==> src/rtl/hash_enc_pkg.sv <==
// Shared definitions for the hash level scheduler: FSM state encoding,
// default sizes and the level index width helper.
package hash_enc_pkg;

  localparam int unsigned DATA_SIZE_DEF  = 32;
  localparam int unsigned NUM_LEVELS_DEF = 16;

  typedef enum logic [1:0] {
    IDLE,
    ISSUE,
    WAIT,
    OUT
  } state_t;

  // Width of a level index; never below one bit so a single-level build still has a port
  function automatic int unsigned lvl_width(input int unsigned n);
    return (n > 1) ? $clog2(n) : 1;
  endfunction

endpackage

==> src/rtl/hash_level_cfg.sv <==
// Per-level resolution table: one write port, one combinational read port,
// cleared by synchronous reset.
module hash_level_cfg
  import hash_enc_pkg::*;
#(
  parameter int unsigned DATA_SIZE  = DATA_SIZE_DEF,
  parameter int unsigned NUM_LEVELS = NUM_LEVELS_DEF,
  localparam int unsigned LW        = lvl_width(NUM_LEVELS)
) (
  input  logic                 clk,
  input  logic                 rst,
  input  logic                 we,
  input  logic [LW-1:0]        wr_level,
  input  logic [DATA_SIZE-1:0] wr_res,
  input  logic [LW-1:0]        rd_level,
  output logic [DATA_SIZE-1:0] rd_res
);

  logic [DATA_SIZE-1:0] res_tbl [NUM_LEVELS];

  // Table storage; writes to levels beyond the table are ignored
  always_ff @(posedge clk) begin
    if (rst) begin
      for (int unsigned i = 0; i < NUM_LEVELS; i++) res_tbl[i] <= '0;
    end else if (we && (32'(wr_level) < NUM_LEVELS)) begin
      res_tbl[wr_level] <= wr_res;
    end
  end

  // Combinational read of the current level's resolution
  always_comb begin
    rd_res = '0;
    if (32'(rd_level) < NUM_LEVELS) rd_res = res_tbl[rd_level];
  end

endmodule

==> src/rtl/hash_level_sched.sv <==
// Multiresolution hash level scheduler: accepts a point, issues one
// index calculation per level, waits the fixed unit latency, captures the
// eight corner indices and hands them out with a valid/ready handshake.
// Optional performance counters are enabled with HASH_SCHED_PERF_EN.
module hash_level_sched
  import hash_enc_pkg::*;
#(
  parameter int unsigned DATA_SIZE    = DATA_SIZE_DEF,
  parameter int unsigned NUM_LEVELS   = NUM_LEVELS_DEF,
  parameter int unsigned CALC_LATENCY = 6,
  localparam int unsigned LW          = lvl_width(NUM_LEVELS),
  localparam int unsigned CW          = $clog2(CALC_LATENCY + 1)
) (
  input  logic                 clk,
  input  logic                 rst,
  input  logic                 pt_valid,
  output logic                 pt_ready,
  input  logic [DATA_SIZE-1:0] pt_x,
  input  logic [DATA_SIZE-1:0] pt_y,
  input  logic [DATA_SIZE-1:0] pt_z,
  input  logic                 cfg_we,
  input  logic [LW-1:0]        cfg_level,
  input  logic [DATA_SIZE-1:0] cfg_res,
  output logic                 cfg_err,
  output logic                 calc_en,
  output logic [DATA_SIZE-1:0] calc_x,
  output logic [DATA_SIZE-1:0] calc_y,
  output logic [DATA_SIZE-1:0] calc_z,
  output logic [DATA_SIZE-1:0] calc_res [0:2],
  input  logic [DATA_SIZE-1:0] calc_hash_idx [0:7],
  output logic                 out_valid,
  input  logic                 out_ready,
  output logic [LW-1:0]        out_level,
  output logic                 out_last,
  output logic [DATA_SIZE-1:0] out_hash_idx [0:7],
  output logic                 busy
`ifdef HASH_SCHED_PERF_EN
  ,
  output logic [31:0]          perf_points,
  output logic [31:0]          perf_stalls
`endif
);

  localparam logic [LW-1:0] LAST_LEVEL = LW'(NUM_LEVELS - 1);
  localparam logic [CW-1:0] LAST_WAIT  = CW'(CALC_LATENCY - 1);

  state_t               state;
  logic [LW-1:0]        level;
  logic [CW-1:0]        wait_cnt;
  logic [DATA_SIZE-1:0] rd_res;

  // Table writes are only honoured while idle
  hash_level_cfg #(
    .DATA_SIZE  (DATA_SIZE),
    .NUM_LEVELS (NUM_LEVELS)
  ) u_cfg (
    .clk      (clk),
    .rst      (rst),
    .we       (cfg_we && (state == IDLE)),
    .wr_level (cfg_level),
    .wr_res   (cfg_res),
    .rd_level (level),
    .rd_res   (rd_res)
  );

  // Same resolution on all three axes
  always_comb begin
    for (int unsigned a = 0; a < 3; a++) calc_res[a] = rd_res;
  end

  assign out_level = level;
  // Gated by busy so the idle/reset value is 0 even for a single-level build
  assign out_last  = busy && (level == LAST_LEVEL);

  // Scheduler FSM with registered handshake and strobe outputs
  always_ff @(posedge clk) begin
    if (rst) begin
      state     <= IDLE;
      level     <= '0;
      wait_cnt  <= '0;
      pt_ready  <= 1'b1;
      busy      <= 1'b0;
      calc_en   <= 1'b0;
      out_valid <= 1'b0;
      cfg_err   <= 1'b0;
      calc_x    <= '0;
      calc_y    <= '0;
      calc_z    <= '0;
      for (int unsigned k = 0; k < 8; k++) out_hash_idx[k] <= '0;
    end else begin
      cfg_err <= cfg_we && (state != IDLE);
      case (state)
        IDLE: begin
          if (pt_valid) begin
            calc_x   <= pt_x;
            calc_y   <= pt_y;
            calc_z   <= pt_z;
            level    <= '0;
            pt_ready <= 1'b0;
            busy     <= 1'b1;
            calc_en  <= 1'b1;
            state    <= ISSUE;
          end
        end
        ISSUE: begin
          calc_en  <= 1'b0;
          wait_cnt <= '0;
          state    <= WAIT;
        end
        WAIT: begin
          if (wait_cnt == LAST_WAIT) begin
            for (int unsigned k = 0; k < 8; k++) out_hash_idx[k] <= calc_hash_idx[k];
            out_valid <= 1'b1;
            state     <= OUT;
          end else begin
            wait_cnt <= wait_cnt + 1'b1;
          end
        end
        OUT: begin
          if (out_ready) begin
            out_valid <= 1'b0;
            if (level == LAST_LEVEL) begin
              pt_ready <= 1'b1;
              busy     <= 1'b0;
              state    <= IDLE;
            end else begin
              level   <= level + 1'b1;
              calc_en <= 1'b1;
              state   <= ISSUE;
            end
          end
        end
        default: state <= IDLE;
      endcase
    end
  end

`ifdef HASH_SCHED_PERF_EN
  // Completed-point and output-stall counters, free-running with wrap
  always_ff @(posedge clk) begin
    if (rst) begin
      perf_points <= '0;
      perf_stalls <= '0;
    end else begin
      if (out_valid && out_ready && out_last) perf_points <= perf_points + 32'd1;
      if (out_valid && !out_ready)            perf_stalls <= perf_stalls + 32'd1;
    end
  end
`endif

endmodule

==> config.mk <==
export PLATFORM = sky130hd
export DESIGN_NAME = hash_level_sched
export DESIGN_NICKNAME = d
export VERILOG_FILES = /design/src/rtl/hash_enc_pkg.sv /design/src/rtl/hash_level_cfg.sv /design/src/rtl/hash_level_sched.sv
export SDC_FILE = /design/constraint.sdc
export NUM_CORES = 1
export LEC_CHECK = 0
export BUFFER_PORTS_ARGS = -buffer_cell sky130_fd_sc_hd__buf_2
export CAP_MARGIN = 30
export CORE_UTILIZATION = 25
export DETAILED_ROUTE_END_ITERATION = 10
export PLACE_DENSITY = 0.52
export SYNTH_ARGS = -nofsm -noshare
export SYNTH_HDL_FRONTEND = slang
export SYNTH_SLANG_ARGS = --single-unit
==> constraint.sdc <==
create_clock -name clk -period 4.6 [get_ports clk]
set_input_delay 0.92 -clock clk [delete_from_list [all_inputs] [get_ports clk]]
set_output_delay 0.92 -clock clk [all_outputs]
set_load 0.02 [all_outputs]
[Word level (Yosys, flattened, before mapping)]
Memory sizes are Yosys's and may differ from the RTL's. A register that Yosys moved wholly into a read port is not among the register bits.
Cells that the tools add are included.
Storage, ports and cells
  memories kept: 1
  memory bits (read-only): 0
  bits in latches: 0
  input bits: 393
  bits in writable memories: 512
  output and inout port bits: 458
  register bits: 366
  word-level logic and storage cells: 86
Cells by class
  $mul: 0
  magnitude comparators: 0
  bitwise logic cells: 0
  eq/ne operators: 11
  mux-type cells: 35
  div/mod/pow operators: 0
  shifts and indexed selects: 0
  $add $sub $neg: 2
  reduce and logical (&&, ||, !) cells: 18
Memory list
  u_cfg.res_tbl: depth 16, width 32, rd ports 1, clocked after Yosys merged registers in 1, write ports 16, line hash_level_cfg.sv:19  | logic [DATA_SIZE-1:0] res_tbl [NUM_LEVELS];
Operators by type and width (count)
  32-bit two-way mux: 1
  32-bit OR reduction: 1
  4-bit two-way mux: 6
  1-bit two-way mux: 17
  2-bit inequality test, second input constant: 6
  4-bit AND reduction: 3
  2-bit one-hot mux with 4 select lines: 1
  4-bit one-hot mux with 2 select lines: 1
  2-bit nonzero test: 4
  2-bit two-way mux: 3
  1-bit one-hot mux with 2 select lines: 3
  3-bit one-hot mux with 2 select lines: 1
  2-bit AND reduction: 3
  3-bit AND reduction: 2
  4-bit by 1-bit adder with 4-bit output, second input constant: 1
  2-bit equality test, second input constant: 2
  4-bit equality test, second input constant: 1
  3-bit by 1-bit adder with 3-bit output, second input constant: 1
  3-bit equality test, second input constant: 1
  1-bit logical AND: 3
  3-bit two-way mux: 1
  1-bit one-hot mux with 3 select lines: 1
  3-bit nonzero test: 1
  2-bit by 1-bit equality test with 1-bit output, second input constant: 1
  2-bit zero test: 1

[Logic depth before layout (Yosys ltp)]
  word-level depth: 7
  mapped depth: 8

[Modules after synthesis]
A second synthesis with hierarchy kept.
Unflattened totals
  cells, all modules: 3104
  area, all modules: 36259.8 µm²
Modules (own cells, without submodules)
  hash_level_cfg: area each 22909.5 µm², cells each 1416, seq. area each 15374.7 µm², instances 1
  hash_level_sched: area each 13350.3 µm², cells each 1688, seq. area each 7327.0 µm², instances 1

[Least setup slack after synthesis]
Ideal clock, no wire load.
  kind: flip-flop to output port
  from: reg with a tool-made name
  to: out calc_res[34] (netlist name)
  arrival: 1.856 ns
  data required time: 3.680 ns
  stages on the path, launching flop included: 7
  path slack: 1.824 ns
  path buffers: 3
  cell sequence: dfxtp_1 buf_2 buf_2 mux4_2 a22oi_1 nand2_1 buf_4
RTL lines
  to (decl): line hash_level_sched.sv:29  | output logic [DATA_SIZE-1:0] calc_res [0:2],

==> results.yml <==
synth:
  synth_ff_type: "sky130_fd_sc_hd__edfxtp_1"
  syn-instance-count: 3107
  synth_top_cell_area_share: 0.425
  combinational_family_with_the_most_area_after_synthesis: "simple AND/OR/NAND/NOR gates"
  yosys_warnings: 0
  synth_fa_ha_area_frac: 0.00346
  synthesis.area_per_instance_um2: 11.6
  synth_xor_area_frac: 0
  synth.net_count: 3510
  synth_area_um2: 36200
  ys_seq_elements: 882
  share_of_cell_area_taken_by_muxes_after_synthesis: 0.0809
  synth_area_leader_cell: "sky130_fd_sc_hd__edfxtp_1"
  async_flop_share: 0
  synth_area_leaders: "sky130_fd_sc_hd__edfxtp_1, sky130_fd_sc_hd__dfxtp_1, sky130_fd_sc_hd__and2_1"
  post_synth_num_cell_types: 40
  share_of_the_synthesized_area_in_compound_gates_ao_oa_aoi_oai: 0.0663
  yosys.area_share.simple: 0.178
  synth_edf_count: 512
  seq_area_frac_synth: 0.630
clock_network:
  cts_sinks: 882
  cts_resized: 0
  number_of_levels_in_the_clock_h_tree: 3
  clock_path_buffers: 3
  clock_latency_at_the_later_pin_of_the_worst_skew_pair_ns: 0.72
  tritoncts: "built"
  cts_buffers: 102
  clock-root-buffer: "sky130_fd_sc_hd__clkbuf_16"
  post_cts_buffers: 0
  postCtsHoldBufs: 0
  path_clk_slew_ns: 0.07
status:
  violations_in_the_final_reports: "design-rule violations"
  run_status: "finished, violations left"
route:
  drtIter0Drc: 2201
  avgViaCountPerCell: 4.61
  detail_route.first_pass.iterations: 9
  num_vias: 26900
  drcViolationCount: 104
  postRouteAntennaNets: 0
  drt_wl_total_um: 152000
  routedWlPerCell_um: 26.1
setup_path:
  sort_of_element_at_the_end_of_the_critical_path: "output pin"
  arrival_ns: 3.13
  cp-start-kind: "flop"
  setup_cp_type: "reg -> out"
  worstPathRequired_ns: 3.68
  timing.critical_path.fanout_max: 65
global_routing:
  grt_first_pass_wirelength_um: 207000
  first_global_vias: 26100
  grt-ovfl-total: 0
  grtUsageTotal: 0.202
  antenna_found_initial: 79
  grt_max_degree: 193
floorplan:
  dieArea_um2: 146000
  fp.dieW_um: 382
  core_region_area_um2: 144000
  core.rowCount: 139
  floorplan.initialDensity: 0.252
  die_y_um: 382
  ioPinCount: 851
placed_design:
  post-dp-hpwl_um: 108000
  post-place-ws_ns: 1.24
  numPortBuffers: 850
  dpl-instance-area_um2: 42100
  gpl.final_weighted_congestion: 0.965
  dpl.cell_count: 5621
timing:
  layout_setup_ws_ns: 0.549
  setup_total_negative_slack_ns: 0
  tightestPinTransition_ns: 1.01
  worst_clock_skew_ns: 0.0559
  finalCriticalPeriod_ns: 4.05
  number_of_hold_slack_violations_in_the_final_timing_report: 0
  achievable-frequency_ghz: 0.247
  grt_setup_unrepaired: "no"
  timing.final.setup_violations: 0
  timing.max_slew.rel_slack: 0.329
  timing.hold.ws_ns: 0.421
  timing_max_transition_violations_final: 0
  final.period_utilization: 0.881
pwr:
  sw_frac_of_total: 0.267
  static-leakage-power_nw: 18.0
  power.switching_mw: 5.24
  combinational_fraction_of_design_power: 0.120
  ir_drop_uv: 309
  pwr-share-clk: 0.425
  power.total_mw: 19.6
  cellPowerDensity_nw_per_um2: 430
  share_seq_of_total_power: 0.455
  intPower_mw: 14.4
finish:
  layout.nets: 4226
  ff_latch_area_um2: 22800
  flow.area_growth_from_synthesis_pct: 26.1
  fin_cells: 5832
  multi_input_area_um2: 12000
  drive_gt1_frac: 0.318
  final_core_util: 0.317
  finish.instance_area_um2: 45600
  layout.filler_cells: 14800
flow_run:
  drv.max_cap_violation_count: 0
worst_hold_path:
  timing.hold.worst.class: "in -> reg"
## flip-flops by register name (all words and copies together), names as in the netlist, named ones only
| signal | count |
|---|---|
| busy | 1 |
| calc_en | 1 |
| calc_x | 32 |
| calc_y | 32 |
| calc_z | 32 |
| cfg_err | 1 |
| out_hash_idx | 256 |
| out_level | 4 |
| out_valid | 1 |
| pt_ready | 1 |
| state | 2 |
| u_cfg.res_tbl | 512 |
| wait_cnt | 3 |
## power by group through the flow
stage | logic (mW) | registers, mW | clock network [mW]
3_5_place_dp | 2.38 | 9.10 | 0
5_1_grt | 2.54 | 8.97 | 8.80
4_1_cts | 2.38 | 8.94 | 8.51
3_3_place_gp | 2.37 | 9.09 | 0
2_1_floorplan | 1.23 | 9.23 | 0
6_report | 2.35 | 8.93 | 8.33
## cells in the mapped netlist, drive strengths merged, types with 2 or more instances
| cell type | count |
|---|---|
| a211oi | 4 |
| a21oi | 361 |
| a22o | 2 |
| a22oi | 64 |
| and2 | 515 |
| and3 | 2 |
| buf | 143 |
| clkbuf | 164 |
| dfxtp | 370 |
| edfxtp | 512 |
| ha | 10 |
| inv | 5 |
| mux2 | 2 |
| mux2i | 2 |
| mux4 | 128 |
| nand2 | 741 |
| nand2b | 4 |
| nand3 | 4 |
| nand4 | 2 |
| nor2 | 20 |
| nor2b | 9 |
| nor3 | 7 |
| nor4 | 3 |
| o21ai | 2 |
| o2bb2ai | 2 |
| or2 | 19 |
## layout make-up
class                           instances  area share
Inverter                                5    0.000412
Clock buffer                          131      0.0615
Clock inverter                         58      0.0130
Tap cell                             1903      0.0522
Multi-Input combinational cell       1913       0.263
Sequential cell                       882       0.500
Timing Repair Buffer                  919       0.109
Antenna cell                           21     0.00115
## routing by layer
metal	part of all wire	vias to the layer above	wire [um]	track usage
met5	0.0040	-	607	0
met4	0.047	94	7130	0.0850
met3	0.086	344	13000	0.0669
met2	0.49	1034	74100	0.340
met1	0.38	13300	57300	0.234
li1	-	12100	-	-
## cell families after synthesis
kind of cell	after synthesis
AO/OA/AOI/OAI	440
adder cells (fa/ha/maj)	10
buffers and inverters	312
flip-flops	882
multiplexers	132
AND/OR/NAND/NOR	1331
## final timing paths
| check | endpoint | start | slack, ns | depth (start not counted) |
|---|---|---|---|---|
| worst max-delay path | calc_res[16] | flop | 0.55 | 5 |
| worst min-delay path | out_hash_idx[177] | calc_hash_idx[177] | 0.42 | 3 |
| worst max register to register | u_cfg.res_tbl[0][29] | state[0] | 1.47 | 7 |
| worst min register to register | out_hash_idx[215] | out_hash_idx[215] | 0.45 | 2 |
## critical path, cell delays in order (launching register included)
cell and delay, ns:
sky130_fd_sc_hd__dfxtp_4 0.53, sky130_fd_sc_hd__buf_12 0.37, sky130_fd_sc_hd__mux4_2 0.59, sky130_fd_sc_hd__a22oi_1 0.35, sky130_fd_sc_hd__nand2_1 0.19, sky130_fd_sc_hd__buf_2 0.20
## placed cells by master, fill, tap and decap left out, types with 12 or more instances in the layout
cell / count
sky130_fd_sc_hd__a21oi_1: 361
sky130_fd_sc_hd__a22oi_1: 64
sky130_fd_sc_hd__and2_1: 513
sky130_fd_sc_hd__buf_12: 13
sky130_fd_sc_hd__buf_2: 849
sky130_fd_sc_hd__buf_4: 55
sky130_fd_sc_hd__clkbuf_1: 18
sky130_fd_sc_hd__clkbuf_16: 105
sky130_fd_sc_hd__clkinv_1: 25
sky130_fd_sc_hd__clkinv_2: 14
sky130_fd_sc_hd__dfxtp_1: 368
sky130_fd_sc_hd__diode_2: 21
sky130_fd_sc_hd__edfxtp_1: 512
sky130_fd_sc_hd__mux4_2: 128
sky130_fd_sc_hd__nand2_1: 740
sky130_fd_sc_hd__nor2_2: 12
sky130_fd_sc_hd__or2_2: 19
(Power assumes the default switching activity.)
